### src/rtl/sdram_axi_burst_master.sv
// sdram_axi_burst_master: single-command AXI4 INCR burst initiator for the SDRAM controller slave port
module sdram_axi_burst_master #(
  parameter int MAX_LEN = 255
) (
  input  logic        ACLK,
  input  logic        ARSTN,
  input  logic        cmd_valid,
  output logic        cmd_ready,
  input  logic        cmd_write,
  input  logic [31:0] cmd_addr,
  input  logic [7:0]  cmd_len,
  input  logic        wr_valid,
  output logic        wr_ready,
  input  logic [31:0] wr_data,
  input  logic [3:0]  wr_strb,
  output logic        rd_valid,
  input  logic        rd_ready,
  output logic [31:0] rd_data,
  output logic        rd_last,
  output logic        done,
  output logic        err,
  output logic        AXI_awvalid,
  output logic [31:0] AXI_awaddr,
  output logic [7:0]  AXI_awlen,
  output logic [1:0]  AXI_awburst,
  output logic        AXI_wvalid,
  output logic [31:0] AXI_wdata,
  output logic [3:0]  AXI_wstrb,
  output logic        AXI_wlast,
  output logic        AXI_bready,
  output logic        AXI_arvalid,
  output logic [31:0] AXI_araddr,
  output logic [7:0]  AXI_arlen,
  output logic [1:0]  AXI_arburst,
  output logic        AXI_rready,
  input  logic        AXI_awready,
  input  logic        AXI_wready,
  input  logic        AXI_bvalid,
  input  logic [1:0]  AXI_bresp,
  input  logic        AXI_arready,
  input  logic        AXI_rvalid,
  input  logic [31:0] AXI_rdata,
  input  logic [1:0]  AXI_rresp,
  input  logic        AXI_rlast
);
  typedef enum logic [2:0] {IDLE, AW, W, B, AR, R, DONE} state_t;
  state_t state, state_n;
  logic [31:0] addr_q;
  logic [7:0] len_q, cnt;
  logic err_q, accept, reject, last, w_hs, r_hs;
  assign accept = cmd_valid && cmd_ready;
  assign last = cnt == len_q;
  assign w_hs = state == W && wr_valid && AXI_wready;
  assign r_hs = state == R && AXI_rvalid && rd_ready;
  // 13-bit sum so a burst ending exactly on the 4 KB boundary is still legal
  assign reject = (cmd_addr[1:0] != 2'b00) || (32'(cmd_len) > MAX_LEN) ||
                  ({1'b0, cmd_addr[11:0]} + {3'b000, cmd_len, 2'b00} + 13'd4 > 13'd4096);
  always_ff @(posedge ACLK)
    state <= !ARSTN ? IDLE : state_n;
  always_comb begin
    state_n = state;
    case (state)
      IDLE: if (accept) state_n = reject ? DONE : cmd_write ? AW : AR;
      AW: if (AXI_awready) state_n = W;
      W: if (w_hs && last) state_n = B;
      B: if (AXI_bvalid) state_n = DONE;
      AR: if (AXI_arready) state_n = R;
      R: if (r_hs && last) state_n = DONE;
      default: state_n = IDLE;
    endcase
  end
  always_ff @(posedge ACLK) begin
    if (!ARSTN) begin
      addr_q <= '0;
      len_q <= '0;
      cnt <= '0;
      err_q <= 1'b0;
    end else if (accept) begin
      addr_q <= cmd_addr;
      len_q <= cmd_len;
      cnt <= '0;
      err_q <= reject;
    end else begin
      if (w_hs || r_hs) cnt <= cnt + 8'd1;
      if (state == B && AXI_bvalid && AXI_bresp != 2'b00) err_q <= 1'b1;
      if (r_hs && (AXI_rresp != 2'b00 || AXI_rlast != last)) err_q <= 1'b1;
    end
  end
  always_comb begin
    cmd_ready = ARSTN && state == IDLE;
    AXI_awvalid = state == AW;
    AXI_awaddr = addr_q;
    AXI_awlen = len_q;
    AXI_awburst = 2'b01;
    AXI_arvalid = state == AR;
    AXI_araddr = addr_q;
    AXI_arlen = len_q;
    AXI_arburst = 2'b01;
    AXI_wvalid = state == W && wr_valid;
    wr_ready = state == W && AXI_wready;
    AXI_wdata = wr_data;
    AXI_wstrb = wr_strb;
    AXI_wlast = state == W && last;
    AXI_bready = state == B;
    rd_valid = state == R && AXI_rvalid;
    AXI_rready = state == R && rd_ready;
    rd_data = AXI_rdata;
    rd_last = state == R && last;
    done = state == DONE;
    err = state == DONE && err_q;
  end
endmodule
### config.mk
export PLATFORM = sky130hd
export DESIGN_NAME = sdram_axi_burst_master
export DESIGN_NICKNAME = d
export VERILOG_FILES = /design/src/rtl/sdram_axi_burst_master.sv
export SDC_FILE = /design/constraint.sdc
export NUM_CORES = 1
export LEC_CHECK = 0
export CAP_MARGIN = 20
export CELL_PAD_IN_SITES_DETAIL_PLACEMENT = 0
export CELL_PAD_IN_SITES_GLOBAL_PLACEMENT = 1
export CORE_MARGIN = 3
export CORE_UTILIZATION = 22
export CTS_BUF_LIST = sky130_fd_sc_hd__clkbuf_8
export DETAILED_ROUTE_END_ITERATION = 7
export GPL_ROUTABILITY_DRIVEN = 0
export GPL_TIMING_DRIVEN = 1
export HOLD_SLACK_MARGIN = 0.15
export PLACE_DENSITY = 0.83
export SYNTH_ARGS = -nofsm -noshare
export SYNTH_HDL_FRONTEND = slang
export SYNTH_SLANG_ARGS = --single-unit
### constraint.sdc
create_clock -name ACLK -period 3.4 [get_ports ACLK]
set_input_delay 0.68 -clock ACLK [delete_from_list [all_inputs] [get_ports ACLK]]
set_output_delay 0.68 -clock ACLK [all_outputs]
set_load 0.005 [all_outputs]
### Word level (Yosys, flattened, before mapping)

Cells that the tools add are included.

* bits in registers: 52
* input bits: 124
* output and inout port bits: 164
* logic and storage cells: 62

* add/sub/neg operators: 3
* magnitude comparators: 1
* equal/unequal tests: 14
* multiplexer cells: 12
* bitwise operators: 1
* reduce and logical (&&, ||, !) cells: 26

Operator list (count)
* $mux W3: 8
* $pmux W3 S6: 1
* $logic_and A1 B1 Y1: 16
* $add A12 B10 Y13: 1
* $add A13 B3 Y13 const B: 1
* $gt A13 B13 Y1 const B: 1
* $ne A2 B1 Y1 const B: 5
* $eq A3 B3 Y1 const B: 3
* $add A8 B1 Y8 const B: 1
* $eq A8 B8 Y1: 1
* $eq A3 B2 Y1 const B: 2
* $reduce_and A6 Y1: 1
* $reduce_bool A2 Y1: 3
* $eq A3 B1 Y1 const B: 1
* $logic_not A3 Y1: 1
* $logic_or A1 B1 Y1: 3
* $mux W1: 3
* $reduce_bool A3 Y1: 1
* $ne A2 B2 Y1 const B: 1
* $reduce_or A2 Y1: 1
* $ne A1 B1 Y1: 1
* $not A1 Y1: 1

### Depth between registers and ports, before layout

Gate-level depths: netlist (run 1).

* depth in word-level cells: 7
* mapped depth: 13
* depth with buffers taken out: 13

### Worst setup path before layout (run 1)

Ideal clock, no wire load.

* path kind: input port to flip-flop
* start: input port cmd_addr[3]
* end: register state[0]
* setup time: 0.059 ns
* arrival time: 2.540 ns
* required time: 3.341 ns
* slack: 0.801 ns
* stages on the path: 11
* path buffers: 0
* path through: ha_1 -> ha_1 -> inv_1 -> fa_1 -> nand2b_1 -> a21oi_1 -> a31oi_1 -> mux2i_1 -> nand3_1 -> o21ai_1 -> a41o_1

* longest elaborated chain between the ends: 7

Ends and longest elaborated chain
* from (decl): line 10 `input logic [31:0] cmd_addr,`
* $add A12 B10 Y13: line 57 `({1'b0, cmd_addr[11:0]} + {3'b000, cmd_len, 2'b00} + 13'd4 > 13'd4096);`
* $add A13 B3 Y13: line 57
* $gt A13 B13 Y1: line 57
* $logic_or A1 B1 Y1: line 56 `assign reject = (cmd_addr[1:0] != 2'b00) || (32'(cmd_len) > MAX_LEN) ||`
* $mux W3 (2 in series): line 63 `IDLE: if (accept) state_n = reject ? DONE : cmd_write ? AW : AR;`
* $pmux W3 S6: line 62 `case (state)`
* to (signal assigned): line 59 `state <= !ARSTN ? IDLE : state_n;`
* to (decl): line 47 `state_t state, state_n;`

Every way passes these cells. The select of a mux whose other input is x is not followed.
A chain may end at the register's enable or synchronous reset.

### Worst setup path in the final report (run 1)

* start: input port cmd_addr[2]
* end: register state[0]

Same word-level chain as after synthesis.

==> qor.csv, run 1 <==
stage,metric,value,unit
status,status,finished clean,
die,core area,15900,µm²
final_layout,Post-layout nets,627,
setup_path,ordered cell list for the critical path,clkdlybuf4s50_1 -> inv_1 -> ha_1 -> inv_1 -> ha_1 -> inv_1 -> fa_1 -> nand2b_1 -> a21oi_1 -> a31oi_1 -> mux2i_1 -> nand3_1 -> o21ai_1 -> a41o_1,
die,row count,46,
power,static leakage,1.89,nW
setup_path,Crit Path Max Fanout,2,
place,half-perimeter wire length after placement,8.08,mm
die,Boundary Pins,288,
route,Vias,2917,
global_routing,vias in the first global route,2839,
setup_path,Worst Path Required,3.66,ns
final_layout,layout cells sized above 1,6.17,%
route,initial drt markers,83,
worst_hold_path,hold depth,2,
job,maxcap violations,0,
final_layout,final instance area,4550,µm²
route,Routed WL,10.2,mm
synthesis,Synth Area in Simple Gates,22.9,%
setup_path,Crit. End Element,register,
clocking,hold-fix buffers at CTS,0,
clocking,H-tree depth,2,
route,Vias/cell,4.16,
route,Pre-antenna DRT Iters,4,
setup_path,CP Launch Type,primary input,
sta,Final min period,2.99,ns
place,instance area after placement,4440,µm²
sta,final hold slack,0.471,ns
synthesis,multiplexer share of the synthesized area,0.873,%
power,pwr dens,529,nW/µm²
global_routing,global route overflow,0,
setup_path,CP max stage delay,0.48,ns
setup_path,worst reg-to-reg path cell count,7,
route,DRC,0,
sta,final setup vio count,0,
setup_path,CP max-delay cell,clkdlybuf4s50_1,
sta,Setup TNS,0,ns
synthesis,compound-gate portion of the synthesized area,8.66,%
die,DIE WIDTH,134,µm
clocking,CTS tree,done,
setup_path,Crit Path Class,primary input to register,
worst_hold_path,Worst Hold Class,register to register,
global_routing,initial antenna violation count,0,
synthesis,Post-synth EDFFs,0,
sta,unrepaired setup endpoints after global routing,false,
setup_path,RR Endpoint,state[2]$_SDFFE_PN0P_,
setup_path,instance count on the critical path,14,
global_routing,global router's overall resource usage,11.3,%
place,dpl ws,0.0660,ns
final_layout,n_diodes,0,
clocking,root buffer cell,clkbuf_8,
synthesis,sequential cell area fraction in the yosys report,29.0,%
synthesis,ys async rst share,0,%
synthesis,Synth Instances,452,
sta,slack of the critical path,0.410,ns
setup_path,reg2reg setup slack,1.29,ns
synthesis,Syn Area/Cell,7.93,µm²
synthesis,Yosys warning total,0,
setup_path,reg2reg start,state[1]$_SDFFE_PN0P_,
synthesis,main combinational cell family by area after synthesis,buffers and inverters,
power,Worst VDD drop,0.000258,V
synthesis,"flops & latches, synth",52,
sta,clk_skew,0.0143,ns
synthesis,Post-Synth Adder-Cell Area,6.49,%
route,drt wl/cell,14.5,µm
synthesis,Post-Syn Area,3580,µm²
sta,Pins Over Slew Limit,0,
sta,Final Hold Vio Count,0,
synthesis,Synth Area in XOR/XNOR,4.89,%
place,input/output buffers,147,
global_routing,first-pass GRT wire length,15.5,mm
clocking,post-CTS setup buffers,0,
die,Initial Util,22.5,%
setup_path,CP Buf/Inv Count,4,
sta,f_max,334,MHz
clocking,post_cts resized,0,
clocking,maximum clock insertion buffer count,2,
clocking,Worst-Skew Late Latency,0.32,ns
clocking,"Reg clk slew, reported paths",0.10,ns
global_routing,pin count of the biggest net entering global routing,30,
die,Die H,134,µm
setup_path,CP dominant cell by count,inv_1,
die,die area,17900,µm²
final_layout,P&R area growth vs syn,26.8,%
worst_hold_path,min-delay src,AXI_araddr[15]$_SDFFE_PN0P_,
route,Post-DRT Antenna Nets,0,
sta,crit share post-route,87.9,%
worst_hold_path,Hold Path Sink,AXI_araddr[15]$_SDFFE_PN0P_,
setup_path,Crit path max-delay family,adder cells,
clocking,CTS buffer count,5,
synthesis,Synth cell types,53,
synthesis,Most used DFF post-synth,dfxtp_1,
setup_path,crit path DAT,3.25,ns
clocking,CTS Sinks,52,
[layout make-up]
| cell class | count | area [µm²] |
|---|---|---|
| Sequential cell | 52 | 1040 |
| Clock buffer | 5 | 68.8 |
| Fill cell | 1746 | 11400 |
| Tap cell | 216 | 270 |
| Timing Repair Buffer | 152 | 1500 |
| Inverter | 8 | 30.0 |
| Multi-Input combinational cell | 266 | 1590 |
| Clock inverter | 3 | 38.8 |
[per-stage QoR]
stage / utilization [%] / total power [mW] / instances
CTS: 28.5 / 2.47 / 702
detailed placement: 27.8 / 2.01 / 694
finish: 28.5 / 2.41 / 702
floorplan: - / 1.55 / 454
global route: 28.5 / 2.59 / 702
global placement: 27.8 / 2.01 / 694
[worst max-delay path by stage]
stage	from	to	slack, ns
3_5_place_dp	cmd_addr[2]	state[1]$_SDFFE_PN0P_	0.07
4_1_cts	cmd_addr[2]	state[0]$_SDFFE_PN0P_	0.39
6_report	cmd_addr[2]	state[0]$_SDFFE_PN0P_	0.41
3_3_place_gp	cmd_addr[2]	state[0]$_SDFFE_PN0P_	0.13
2_1_floorplan	cmd_addr[3]	state[0]$_SDFFE_PN0P_	0.80
5_1_grt	cmd_addr[2]	state[0]$_SDFFE_PN0P_	0.20
[synthesized netlist by cell type (3+ instances only)]
master	instances	area share [%]
and3_1	5	0.87
xnor2_1	6	1.5
and2_1	4	0.70
a21oi_1	7	0.98
a21o_1	4	0.84
inv_1	8	0.84
buf_2	5	0.70
buf_1	3	0.31
o211ai_1	3	0.63
buf_4	113	24
clkbuf_1	5	0.52
nor3_1	3	0.42
nor2_1	20	2.1
nand3_1	40	5.6
o21ai_1	10	1.4
dfxtp_1	52	29
ha_1	17	5.9
nand2_1	89	9.3
xor2_1	14	3.4
[cell families (layout without fill, tap and decap cells)]
logic type / count (synthesis) / after routing
AND/OR/NAND/NOR: 179 / 179
buffers and inverters: 136 / 168
AO/OA/AOI/OAI: 42 / 42
adder cells (fa/ha/maj): 18 / 18
flip-flops: 52 / 52
XOR/XNOR: 20 / 20
multiplexers: 3 / 3
other: 2 / 4
[cells in the final DEF, fill, tap and decap left out, types with 3 or more instances in the layout]
cell,n
o21ai_1,10
clkbuf_8,5
nand3_1,39
o211ai_1,3
ha_1,17
dfxtp_1,52
and3_1,4
inv_1,9
a21o_1,4
buf_4,5
nor3_1,3
nor2_1,20
clkdlybuf4s50_1,146
nand2_1,89
xnor2_1,6
conb_1,4
xor2_1,14
a21oi_1,7
and2_1,4
[report_power, final]
| part | total, mW | internal, mW | switching (mW) |
|---|---|---|---|
| sequential | 0.874 | 0.731 | 0.144 |
| combinational | 1.10 | 0.631 | 0.467 |
| clock | 0.434 | 0.216 | 0.218 |
| total | 2.41 | 1.58 | 0.828 |
[routing by layer]
layer | GRT usage [%] | vias up | share of wire, %
met5 | 0 | - | 0
met4 | 4.86 | 0 | 2.7
met3 | 3.70 | 34 | 8.1
met2 | 18.9 | 134 | 46
met1 | 13.3 | 1313 | 43
li1 | - | 1436 | -
[worst min-delay path: cells and delay by family (launching register included)]
kind	cells	cell delay (ns)
flops	1	0.33
simple gates	2	0.10
[registers in the layout, summed over array words and instances, names as in the netlist]
register,flops
AXI_arlen,8
cnt,8
err_q,1
state,3
AXI_araddr,32
(Power assumes the default switching activity.)
==> run 2: changes to the inputs <==
--- a/config.mk
+++ b/config.mk
@@ -16,6 +16,7 @@
 export GPL_TIMING_DRIVEN = 1
 export HOLD_SLACK_MARGIN = 0.15
 export PLACE_DENSITY = 0.83
+export SLEW_MARGIN = 30
 export SYNTH_ARGS = -nofsm -noshare
 export SYNTH_HDL_FRONTEND = slang
 export SYNTH_SLANG_ARGS = --single-unit
==> results of run 2 <==
Same layout as run 1: the final DEF is identical, and so are final timing and power.
